### config.mk
export PLATFORM = sky130hd
export DESIGN_NAME = logic_gate_unit
export DESIGN_NICKNAME = d
export VERILOG_FILES = /design/src/rtl/logic_gate_pkg.sv /design/src/rtl/logic_gate_core.sv /design/src/rtl/logic_gate_unit.sv
export SDC_FILE = /design/constraint.sdc
export NUM_CORES = 1
export LEC_CHECK = 0
export CORE_MARGIN = 5
export CORE_UTILIZATION = 55
export DETAILED_ROUTE_END_ITERATION = 6
export GPL_TIMING_DRIVEN = 0
export PLACE_DENSITY = 0.78
export SYNTH_ARGS = -nofsm -noshare
export SYNTH_HDL_FRONTEND = slang
export SYNTH_SLANG_ARGS = --single-unit
### constraint.sdc
create_clock -name clk -period 5.2 [get_ports clk]
set_input_delay 1.04 -clock clk [delete_from_list [all_inputs] [get_ports clk]]
set_output_delay 1.04 -clock clk [all_outputs]
set_load 0.005 [all_outputs]
### src/rtl/logic_gate_pkg.sv
// logic_gate_pkg: op codes and sweep FSM states shared by the logic gate unit files
package logic_gate_pkg;

    localparam logic [2:0] OP_AND  = 3'd0;
    localparam logic [2:0] OP_NAND = 3'd1;
    localparam logic [2:0] OP_OR   = 3'd2;
    localparam logic [2:0] OP_NOR  = 3'd3;
    localparam logic [2:0] OP_XOR  = 3'd4;
    localparam logic [2:0] OP_XNOR = 3'd5;
    localparam logic [2:0] OP_NOT  = 3'd6;
    localparam logic [2:0] OP_PASS = 3'd7;

    typedef enum logic {
        ST_IDLE,
        ST_SWEEP
    } state_t;

endpackage

### src/rtl/logic_gate_core.sv
// logic_gate_core: combinational bitwise gate y = f(a, b, op)
//  a, b : WIDTH-bit operands (b unused by NOT/PASS)
//  op   : 3-bit op code
//  y    : WIDTH-bit result
module logic_gate_core #(
    parameter int WIDTH = 8
) (
    input  logic [WIDTH-1:0] a,
    input  logic [WIDTH-1:0] b,
    input  logic [2:0]       op,
    output logic [WIDTH-1:0] y
);
    import logic_gate_pkg::*;

    always_comb begin
        y = '0;
        case (op)
            OP_AND:  y = a & b;
            OP_NAND: y = ~(a & b);
            OP_OR:   y = a | b;
            OP_NOR:  y = ~(a | b);
            OP_XOR:  y = a ^ b;
            OP_XNOR: y = ~(a ^ b);
            OP_NOT:  y = ~a;
            OP_PASS: y = a;
        endcase
    end

endmodule

### src/rtl/logic_gate_unit.sv
// logic_gate_unit: two-stage pipelined bitwise logic unit with truth-table sweep mode
//  clk, rst_n                   : clock, async active-low reset
//  in_valid/in_ready/a/b/op     : operand beat handshake
//  out_valid/out_ready/out_y    : result beat handshake
//  sweep_start/sweep_op         : request a 4-minterm sweep of sweep_op
//  sweep_busy, tt_out, tt_valid : sweep status, truth table, completion pulse
module logic_gate_unit #(
    parameter int WIDTH = 8
) (
    input  logic             clk,
    input  logic             rst_n,
    input  logic             in_valid,
    output logic             in_ready,
    input  logic [WIDTH-1:0] in_a,
    input  logic [WIDTH-1:0] in_b,
    input  logic [2:0]       in_op,
    output logic             out_valid,
    input  logic             out_ready,
    output logic [WIDTH-1:0] out_y,
    input  logic             sweep_start,
    input  logic [2:0]       sweep_op,
    output logic             sweep_busy,
    output logic [3:0]       tt_out,
    output logic             tt_valid
);
    import logic_gate_pkg::*;

    state_t           state, state_nx;
    logic [2:0]       cnt, sw_op;
    logic             rdy_en;
    logic             s1_valid, s1_tag, s2_valid, s2_tag;
    logic [1:0]       s1_idx, s2_idx;
    logic [WIDTH-1:0] s1_a, s1_b, s2_y, core_y;
    logic [2:0]       s1_op;
    logic [3:0]       tt_acc, tt_nx;
    logic             adv, start_ok, inject, accept, sweep_done;

    logic_gate_core #(.WIDTH(WIDTH)) u_core (
        .a  (s1_a),
        .b  (s1_b),
        .op (s1_op),
        .y  (core_y)
    );

    // tagged sweep items never wait on the sink
    assign adv        = !s2_valid || s2_tag || out_ready;
    assign start_ok   = rdy_en && state == ST_IDLE && sweep_start && !s1_valid && !s2_valid;
    // rdy_en holds in_ready low until the first edge after reset release
    assign in_ready   = rdy_en && state == ST_IDLE && !start_ok && (!s1_valid || adv);
    assign accept     = in_valid && in_ready;
    // cnt counts edges since sweep entry: inject at 0..3, last item leaves s2 at 5
    assign inject     = state == ST_SWEEP && !cnt[2];
    assign sweep_done = state == ST_SWEEP && cnt == 3'd5;
    assign sweep_busy = state == ST_SWEEP;
    assign out_valid  = s2_valid && !s2_tag;
    assign out_y      = s2_y;

    always_comb begin
        state_nx = start_ok ? ST_SWEEP : sweep_done ? ST_IDLE : state;
        tt_nx = tt_acc;
        if (s2_valid && s2_tag) tt_nx[s2_idx] = s2_y[0];
    end

    always_ff @(posedge clk or negedge rst_n) begin
        if (!rst_n) begin
            state    <= ST_IDLE;
            cnt      <= '0;
            sw_op    <= '0;
            rdy_en   <= 1'b0;
            s1_valid <= 1'b0;
            s1_tag   <= 1'b0;
            s1_idx   <= '0;
            s1_a     <= '0;
            s1_b     <= '0;
            s1_op    <= '0;
            s2_valid <= 1'b0;
            s2_tag   <= 1'b0;
            s2_idx   <= '0;
            s2_y     <= '0;
            tt_acc   <= '0;
            tt_out   <= '0;
            tt_valid <= 1'b0;
        end else begin
            rdy_en   <= 1'b1;
            state    <= state_nx;
            cnt      <= start_ok ? 3'd0 : sweep_busy ? cnt + 3'd1 : cnt;
            if (start_ok) sw_op <= sweep_op;
            if (inject) begin
                s1_valid <= 1'b1;
                s1_tag   <= 1'b1;
                s1_idx   <= cnt[1:0];
                s1_a     <= {WIDTH{cnt[1]}};
                s1_b     <= {WIDTH{cnt[0]}};
                s1_op    <= sw_op;
            end else if (accept) begin
                s1_valid <= 1'b1;
                s1_tag   <= 1'b0;
                s1_idx   <= '0;
                s1_a     <= in_a;
                s1_b     <= in_b;
                s1_op    <= in_op;
            end else if (adv) begin
                s1_valid <= 1'b0;
            end
            if (adv) begin
                s2_valid <= s1_valid;
                s2_tag   <= s1_tag;
                if (s1_valid) s2_idx <= s1_idx;
                if (s1_valid) s2_y <= core_y;
            end
            tt_acc   <= tt_nx;
            tt_valid <= sweep_done;
            if (sweep_done) tt_out <= tt_nx;
        end
    end

endmodule

Word-level counts from Yosys, hierarchy flattened
Cells that the tools add are included.
- register bits: 52
- bits in latches: 0
- memory bits (writable): 0
- ROM bits: 0
- bits of input ports: 27
- memories: 0
- $add $sub $neg: 1
- $mul: 0
- divide/modulo/power cells: 0
- magnitude comparators: 2
- equality and inequality tests: 8
- shifts and indexed selects: 0
- muxes and demuxes: 22
- bitwise gates (word level): 8
- reductions and logical operators: 26
- operators with widths (kind ; number):
    $pmux W8 S8 ; 1
    $mux W8 ; 4
    $not A8 Y8 ; 4
    $eq A3 B3 Y1 const B ; 5
    $logic_and A1 B1 Y1 ; 12
    $mux W3 ; 4
    $and A8 B8 Y8 ; 1
    $mux W1 ; 8
    $or A8 B8 Y8 ; 1
    $xor A8 B8 Y8 ; 1
    $eq A3 B2 Y1 const B ; 2
    $reduce_bool A2 Y1 ; 3
    $logic_not A1 Y1 ; 5
    $bwmux W4 ; 1
    $mux W2 ; 2
    $mux W4 ; 1
    $add A3 B1 Y3 const B ; 1
    $eq A3 B1 Y1 const B ; 1
    $logic_not A3 Y1 ; 1
    $logic_or A1 B1 Y1 ; 3
    $lt A2 B3 Y1 const B ; 1
    $reduce_bool A3 Y1 ; 1
    $demux W1 S2 ; 1
    $ge A2 B1 Y1 const B ; 1
    2 further kinds ; 2

Logic depth before layout (Yosys ltp)
Gate-level depths: netlist of the first run.
- depth after elaboration: 11
- gate-level depth with buffers: 8
- gate-level depth less buffers: 7

Cells and area by module
A second synthesis of the first run with hierarchy kept.
- cells, all modules: 253
- area total of the unflattened synthesis: 2866.5 um2
- by module, submodules not included (module ; instances ; cells an instance ; area each (um2) ; seq. area each (um2)):
    logic_gate_unit ; 1 ; 194 ; 2306.0 ; 1301.2
    logic_gate_core ; 1 ; 59 ; 560.5 ; 0.0

Least setup slack after synthesis of the first run
Ideal clock, no wire load.
- path kind: input port to output port
- from: in sweep_start
- to: out in_ready
- arrival: 1608 ps
- required time: 4160 ps
- path slack: 2552 ps
- cell stages on the path: 2
- buffers on the path: 0
- cells stage by stage: or3b_4 -> and3_1
- word-level cells in the longest chain between the ends: 6
- ends and longest elaborated chain (element ; line ; text):
    from (decl) ; logic_gate_unit.sv:20 ; input logic sweep_start,
    $logic_and A1 B1 Y1 (3 in series) ; logic_gate_unit.sv:47 ; assign start_ok = rdy_en && state == ST_IDLE && sweep_start && !s1_valid && !s2_valid;
    $logic_not A1 Y1 ; logic_gate_unit.sv:49 ; assign in_ready = rdy_en && state == ST_IDLE && !start_ok && (!s1_valid || adv);
    $logic_and A1 B1 Y1 (2 in series) ; logic_gate_unit.sv:49 ;
    to (decl) ; logic_gate_unit.sv:13 ; output logic in_ready,
No other way between the ends.

Final worst setup path of the first run
Same ends and word-level chain as after synthesis.

==> results of run 1 <==
[synth_stat cells (all sizes together) (2+ instances only)]
cell	n	area [µm²]
dfrtp	52	1300
nand2	40	150
nor2	35	131
inv	20	75.1
ha	18	225
a311oi	16	146
mux2	15	169
buf	14	86.3
o21ai	12	60.1
nand3	11	60.1
nor2b	9	58.8
nor3	9	45.0
a21oi	7	35.0
clkbuf	6	22.5
o31ai	6	45.0
a31oi	5	31.3
a221oi	4	35.0
a21o	3	22.5
a221o	3	30.0
mux2i	3	30.0
nand2b	3	18.8
nor3b	3	32.5
a211oi	2	15.0
and3	2	12.5
nand4	2	12.5
o22ai	2	12.5
[routing by layer]
| metal | GRT usage | wire (µm) | share of wire | vias up |
|---|---|---|---|---|
| li1 | - | - | - | 1196 |
| met1 | 0.271 | 3030 | 0.46 | 1139 |
| met2 | 0.289 | 3060 | 0.47 | 77 |
| met3 | 0.0376 | 379 | 0.058 | 9 |
| met4 | 0.0624 | 78 | 0.012 | 0 |
| met5 | 0 | 0 | 0 | - |
[worst max-delay path: stages]
cell and delay (ns):
clkdlybuf4s50_1 0.44, or3b_4 0.40, and3_1 0.20, clkdlybuf4s50_1 0.44
[report_power, final]
group          internal [W]  leakage (nW)  switching [W]
clock             0.0000990        0.0463       0.000144
combinational      0.000563         0.967       0.000629
sequential         0.000601         0.615       0.000138
total               0.00126          1.63       0.000911
[sequential cells by signal, indices dropped and copies added (netlist names)]
signal,cells
cnt,3
tt_acc,4
s1_tag,1
s1_idx,2
s2_valid,1
rdy_en,1
out_y,8
sweep_busy,1
s1_op,3
tt_out,4
tt_valid,1
s2_tag,1
s1_valid,1
sw_op,3
s1_a,8
s2_idx,2
s1_b,8
[path summary, 6_finish.rpt]
path,from,cells past startpoint,end,slack [ns]
hold reg to reg,out_y[1]$_DFFE_PN0P_,2,out_y[1]$_DFFE_PN0P_,0.48
min in group asynchronous,rst_n,1,sweep_busy$_DFFE_PN0P_,0.68
setup / recovery,sweep_start,4,in_ready,1.64
setup reg to reg,s1_valid$_DFFE_PN0P_,3,sw_op[1]$_DFFE_PN0P_,3.39
hold / removal,out_y[1]$_DFFE_PN0P_,2,out_y[1]$_DFFE_PN0P_,0.48
max in group asynchronous,rst_n,2,out_y[4]$_DFFE_PN0P_,3.98
[kinds of logic (layout without fill, tap and decap cells)]
group	Yosys count	count (layout)	synth area share
DFF	52	52	0.441
AOI/OAI and AO/OA	64	64	0.158
adders and majority gates	18	18	0.0763
buffers and inverters	40	91	0.0623
and+or+nand+nor	118	118	0.187
xor gates and xnor gates	2	2	0.00594
other	1	1	0.00127
muxes	18	18	0.0674
[stage by stage]
stage | worst slack [ns] | total power [W]
CTS | 1.63 | 0.00218
finish | 1.64 | 0.00217
detailed placement | 1.63 | 0.00193
global route | 1.56 | 0.00236
floorplan | 2.55 | 0.00155
global placement | 1.63 | 0.00188
[cell type report]
| cell class | instances | area share |
|---|---|---|
| multi-input combinational | 221 | 0.410 |
| sequential | 52 | 0.365 |
| timing repair buffer | 43 | 0.122 |
| buffer | 20 | 0.0305 |
| tap | 70 | 0.0245 |
| inverter | 20 | 0.0210 |
| clock buffer | 5 | 0.0193 |
| clock inverter | 3 | 0.00771 |
==> results.toml, run 1 <==
[timing]
setup_viol_count_final = 0
final_hold_viol_count = 0
setup_tns_ns = 0
fin_skew_ns = 0.00439
slew_violations = 0
rsz0062_at_grt = "no"
max_freq_ghz = 0.281
timing.hold.ws_ns = 0.484
min_period_ns = 3.56
period_share = 0.685
relSlewSlack = 0.563
worst_slew_pin_slew_ns = 0.652

[cells_and_area]
fillers = 418
final_common_cell = "dfrtp_1"
multiInputGateArea_um2 = 1470
layout_common_cells = "52 x dfrtp_1, 41 x clkdlybuf4s50_1, 40 x nand2_1, 35 x nor2_1, 20 x inv_1"
layout-drive-gt1-share = 0.121
n_antenna_cell = 0
final_cell_area_um2 = 3570
final_cells = 434
final_nets = 408
regArea_um2 = 1300
area_growth_pct = 21.0
fin_util = 0.690

[clocking]
cts_tree = "built"
cts_root_buf = "clkbuf_8"
htreeDepth = 2
hold_buffers = 0
clock_sinks = 52
insertion_delay_ns = 0.31
cts_setup_buffers = 0
cts-resized-gates = 0
cts_buffers = 5
cts_buffer_depth = 2
cts.clk_slew.worst_paths_ns = 0.10

[logic_synthesis]
syn_inst = 313
avgSynthCellArea_um2 = 9.43
ys_seq_elements = 52
synth_edf_count = 0
synth_seq_area_share = 0.441
synthArstFlopShare = 1.00
ys_types = 45
synth_nets = 358
syn_area_um2 = 2950
synth_ff_type = "dfrtp_1"
ys_warn_count = 0

[status]
status = "finished clean"

[drt]
num_vias = 2421
drc = 0
drtAntennaViolNets = 0
first_pass_iters = 4
drtIter0Drc = 205
drt-vias-per-instance = 5.58
wl_um = 6560
wl_per_cell_um = 15.1

[power]
vdd.ir_drop.worst_mv = 0.266
power_density_nw_per_um2 = 609
p_leak_nw = 1.63

[global_route]
grt_pass1_vias = 2268
grt_max_degree = 33
grt_use_total = 0.190
overflow = 0
antenna_found_initial = 0
grt_pass1_wl_um = 10900

[floorplanning]
die_w_um = 83.2
die_h_um = 83.2
core_um2 = 5170
start_util = 0.570
fp-row-count = 26
top_level_ports = 43
die-area_um2 = 6930

[critical_path]
worstSetupPathType = "input port to primary output"
worst_setup_path_start_kind = "input port"
worstSetupEndpointType = "primary output"
crit_required_ns = 4.16
path_max_fanout = 3
crit_arrival_ns = 2.52

[placement]
io_buffers = 42
detailed_place_hpwl_um = 5030
place_area_um2 = 3470
gp_congestion = 0.818
dp.cells = 426

[worst_hold_path]
hold_class = "flip-flop to flip-flop"

[job]
drv_cap = 0
No activity file was read; power rests on OpenSTA's default activity.
==> inputs of run 2 (changes only) <==
--- a/config.mk
+++ b/config.mk
@@ -6,10 +6,10 @@
 export NUM_CORES = 1
 export LEC_CHECK = 0
 export CORE_MARGIN = 5
-export CORE_UTILIZATION = 55
+export CORE_UTILIZATION = 49
 export DETAILED_ROUTE_END_ITERATION = 6
 export GPL_TIMING_DRIVEN = 0
-export PLACE_DENSITY = 0.78
+export PLACE_DENSITY = 0.73
 export SYNTH_ARGS = -nofsm -noshare
 export SYNTH_HDL_FRONTEND = slang
 export SYNTH_SLANG_ARGS = --single-unit
==> constraint.sdc (replaced) <==
create_clock -name clk -period 3.19 [get_ports clk]
set_input_delay 0.638 -clock clk [delete_from_list [all_inputs] [get_ports clk]]
set_output_delay 0.638 -clock clk [all_outputs]
set_load 0.005 [all_outputs]
==> run 2 against run 1 <==
The flow now finishes with violations (DRC). Clock skew rose by 0.0039 ns. Combinational power rose by 64%. Sequential power rose by 62%. Sequential share of layout area fell by 0.064 points. Hold slack got worse by 0.27 ns. Critical path type unchanged. Largest power group unchanged.
==> results.toml, run 2 (synthesized netlist as in run 1, its figures left out) <==
[cells_and_area]
layout-drive-gt1-share = 0.121
fillers = 505
final_cells = 439
n_antenna_cell = 0
area_growth_pct = 21.2
fin_util = 0.608
final_cell_area_um2 = 3580
multiInputGateArea_um2 = 1470
final_common_cell = "dfrtp_1"
regArea_um2 = 1300
layout_common_cells = "52 x dfrtp_1, 41 x clkdlybuf4s50_1, 40 x nand2_1, 35 x nor2_1, 20 x inv_1"
final_nets = 408

[critical_path]
crit_required_ns = 2.55
r2r_cells = 3
path_max_fanout = 3
timing.rr.start = "s1_valid$_DFFE_PN0P_"
worstSetupEndpointType = "primary output"
crit_arrival_ns = 2.11
r2r_setup_slack_ns = 1.35
rr_endpoint = "sw_op[2]$_DFFE_PN0P_"
worstSetupPathType = "input port to primary output"
worst_setup_path_start_kind = "input port"

[clocking]
htreeDepth = 2
cts_setup_buffers = 0
cts_root_buf = "clkbuf_8"
clock_sinks = 52
cts-resized-gates = 0
hold_buffers = 0
insertion_delay_ns = 0.31
cts_buffer_depth = 2
cts_buffers = 5
cts_tree = "built"
cts.clk_slew.worst_paths_ns = 0.10

[timing]
relSlewSlack = 0.586
final_hold_viol_count = 0
worst_slew_pin_slew_ns = 0.619
fin_skew_ns = 0.00831
max_freq_ghz = 0.364
period_share = 0.861
postLayoutSetupSlackWorst_ns = 0.444
slew_violations = 0
rsz0062_at_grt = "no"
setup_viol_count_final = 0
min_period_ns = 2.75

[floorplanning]
fp-row-count = 28
die-area_um2 = 7670
start_util = 0.501
die_w_um = 87.6
core_um2 = 5890
die_h_um = 87.6
top_level_ports = 43

[drt]
first_pass_iters = 6
drc = 1
drtIter0Drc = 121
wl_per_cell_um = 15.3
drt-vias-per-instance = 5.58
wl_um = 6700
drtAntennaViolNets = 0
num_vias = 2448

[global_route]
grt_max_degree = 39
grt_pass1_vias = 2343
grt_pass1_wl_um = 11300
grt_use_total = 0.185
antenna_found_initial = 0
overflow = 0

[placement]
place_area_um2 = 3480
dp_slack_ns = 0.440
io_buffers = 42
detailed_place_hpwl_um = 5150
gp_congestion = 0.801
dp.cells = 431

[power]
power_density_nw_per_um2 = 992
vdd.ir_drop.worst_mv = 0.419
p_leak_nw = 1.63
fin_total_pwr_w = 0.00355

[status]
status = "finished with violations"
violations = "DRC"

[worst_hold_path]
hold_class = "input port to async pin"

[job]
drv_cap = 0
[run 2: per-stage QoR]
stage / setup TNS, ns / hold WS (ns)
2_1_floorplan: 0 / 0.342
3_3_place_gp: -2.18 / 0.459
3_5_place_dp: 0 / 0.468
4_1_cts: 0 / 0.232
5_1_grt: 0 / 0.246
6_report: 0 / 0.217
[run 2: final cells by class]
cell class | count | area share
well taps | 75 | 0.0262
clock buffers | 5 | 0.0192
clock inverters | 3 | 0.00770
plain buffers | 20 | 0.0304
multi-input cells | 221 | 0.410
inverters | 20 | 0.0210
flip-flops and latches | 52 | 0.364
repair buffers | 43 | 0.122
[run 2: power breakdown]
group / total, W / internal [W] / switching, W / leakage, nW
Sequential: 0.00120 / 0.000979 / 0.000224 / 0.615
Clock: 0.000399 / 0.000161 / 0.000237 / 0.0463
Combinational: 0.00195 / 0.000920 / 0.00103 / 0.967
[run 2: worst max-delay path by stage]
stage	startpoint	endpoint	slack [ns]	cells past startpoint
6_report	sweep_start	in_ready	0.44	4
5_1_grt	out_ready	in_ready	0.40	5
4_1_cts	sweep_start	in_ready	0.44	4
3_5_place_dp	sweep_start	in_ready	0.44	4
3_3_place_gp	rst_n	out_y[4]$_DFFE_PN0P_	-0.05	1
2_1_floorplan	sweep_start	sw_op[0]$_DFFE_PN0P_	1.32	3
[run 2: worst max-delay path, cell delays in order]
cell             delay [ns]
clkdlybuf4s50_1        0.44
or3b_4                 0.40
and3_1                 0.19
clkdlybuf4s50_1        0.44
[run 2: metal layers]
metal  up-vias  GRT usage  part of all wire
li1       1194          -                 -
met1      1176      0.260              0.45
met2        73      0.294              0.48
met3         5     0.0273             0.054
met4         0     0.0628             0.011
met5         -          0                 0
==> inputs of run 3 (changes only) <==
--- a/config.mk
+++ b/config.mk
@@ -5,6 +5,7 @@
 export SDC_FILE = /design/constraint.sdc
 export NUM_CORES = 1
 export LEC_CHECK = 0
+export CAP_MARGIN = 25
 export CORE_MARGIN = 5
 export CORE_UTILIZATION = 49
 export DETAILED_ROUTE_END_ITERATION = 6
==> run 3 against run 2 <==
The run still ends with DRC left. Via count unchanged. Wire length unchanged. Sequential share of layout area unchanged. Utilization unchanged. Largest cell class unchanged. Final cell count unchanged. Largest power group unchanged.
==> results.toml, run 3 (synthesized netlist as in run 1, its figures left out) <==
[status]
status = "finished with violations"
violations = "DRC"

[power]
vdd.ir_drop.worst_mv = 0.419
switching_share = 0.419
fin_total_pwr_w = 0.00355
p_int_w = 0.00206
p_seq_frac = 0.339
p_switching_w = 0.00149
power_density_nw_per_um2 = 992
p_clk_frac = 0.112
p_leak_nw = 1.63
p_comb_frac = 0.548

[timing]
setup_tns_ns = 0
setup_viol_count_final = 0
rsz0062_at_grt = "no"
fin_skew_ns = 0.00831
min_period_ns = 2.75
period_share = 0.861
slew_violations = 0
final_hold_viol_count = 0
relSlewSlack = 0.586
max_freq_ghz = 0.364
worst_slew_pin_slew_ns = 0.619

[drt]
dr_wl_met2_um = 3240
num_vias = 2448
wl_per_cell_um = 15.3
wl_um = 6700
met3_length_um = 360
drtAntennaViolNets = 0
drt-vias-per-instance = 5.58
wl_met1_um = 3020
first_pass_iters = 6
drtIter0Drc = 121
drc = 1
top_layer = "met4"

[critical_path]
worstSetupEndpointType = "primary output"
path_buf_inv = 2
crit_required_ns = 2.55
rr_endpoint = "sw_op[2]$_DFFE_PN0P_"
worstSetupPathType = "input port to primary output"
worst_setup_path_start_kind = "input port"
cp_common_cell = "clkdlybuf4s50_1"
slowest_stage = "clkdlybuf4s50_1"
crit_arrival_ns = 2.11
slowest_delay_ns = 0.44
crit_path_cell_trace = "clkdlybuf4s50_1 -> or3b_4 -> and3_1 -> clkdlybuf4s50_1"
timing.rr.start = "s1_valid$_DFFE_PN0P_"
path_max_fanout = 3
r2r_setup_slack_ns = 1.35
r2r_cells = 3
cpLargestDelayFamily = "buffers and inverters"

[cells_and_area]
layout-drive-gt1-share = 0.121
final_common_cell = "dfrtp_1"
layout_common_cells = "52 x dfrtp_1, 41 x clkdlybuf4s50_1, 40 x nand2_1, 35 x nor2_1, 20 x inv_1"
n_antenna_cell = 0
area_growth_pct = 21.2
final_nets = 408

[clocking]
insertion_delay_ns = 0.31
cts_tree = "built"
cts_setup_buffers = 0
clock_sinks = 52
cts_root_buf = "clkbuf_8"
cts.clk_slew.worst_paths_ns = 0.10
cts-resized-gates = 0
cts_buffer_depth = 2
htreeDepth = 2
cts_buffers = 5
hold_buffers = 0

[floorplanning]
fp-row-count = 28
die-area_um2 = 7670
core_um2 = 5890
die_w_um = 87.6
die_h_um = 87.6
top_level_ports = 43
start_util = 0.501

[placement]
gp_congestion = 0.801
detailed_place_hpwl_um = 5150
io_buffers = 42

[global_route]
antenna_found_initial = 0
grt_pass1_vias = 2343
grt_pass1_wl_um = 11300
overflow = 0
grt_max_degree = 39
grt_use_total = 0.185

[worst_hold_path]
hold_class = "input port to async pin"

[job]
drv_cap = 0
-- run 3: cell type report --
class / instances / area [µm²]
fillers: 505 / 2310
multi-input cells: 221 / 1470
flip-flops and latches: 52 / 1300
repair buffers: 43 / 435
plain buffers: 20 / 109
well taps: 75 / 93.8
inverters: 20 / 75.1
clock buffers: 5 / 68.8
clock inverters: 3 / 27.5
-- run 3: how the worst max path moves through the flow --
stage	endpoint	cells after the start	from	slack, ns
floorplan	sw_op[0]$_DFFE_PN0P_	3	sweep_start	1.32
global placement	out_y[4]$_DFFE_PN0P_	1	rst_n	-0.05
detailed placement	in_ready	4	sweep_start	0.44
CTS	in_ready	4	sweep_start	0.44
global route	in_ready	5	out_ready	0.40
finish	in_ready	4	sweep_start	0.44
-- run 3: metrics by stage --
stage	utilization	cells	hold slack [ns]	area, µm²	setup slack [ns]
2_1_floorplan	-	313	0.342	2950	1.32
3_3_place_gp	0.589	430	0.459	3460	-0.0453
3_5_place_dp	0.591	431	0.468	3480	0.440
4_1_cts	0.608	439	0.232	3580	0.440
5_1_grt	0.608	439	0.246	3580	0.403
6_report	0.608	439	0.217	3580	0.444
-- run 3: worst register-to-register path, cell delays in order (launching register included) --
cell     delay, ns
dfrtp_1       0.42
or3b_4        0.43
nor3b_2       0.48
mux2_2        0.39
-- run 3: metal layers --
layer  vias to the layer above  GRT usage
li1                       1194          -
met1                      1176      0.260
met2                        73      0.294
met3                         5     0.0273
met4                         0     0.0628
met5                         -          0
-- run 3: power by group through the flow --
stage	clock, W	sequential, W	combinational [W]
after CTS	0.000405	0.00120	0.00194
after global placement	0	0.00120	0.00186
after floorplan	0	0.00117	0.00135
after detailed placement	0	0.00122	0.00193
after global routing	0.000434	0.00125	0.00216
final	0.000399	0.00120	0.00195
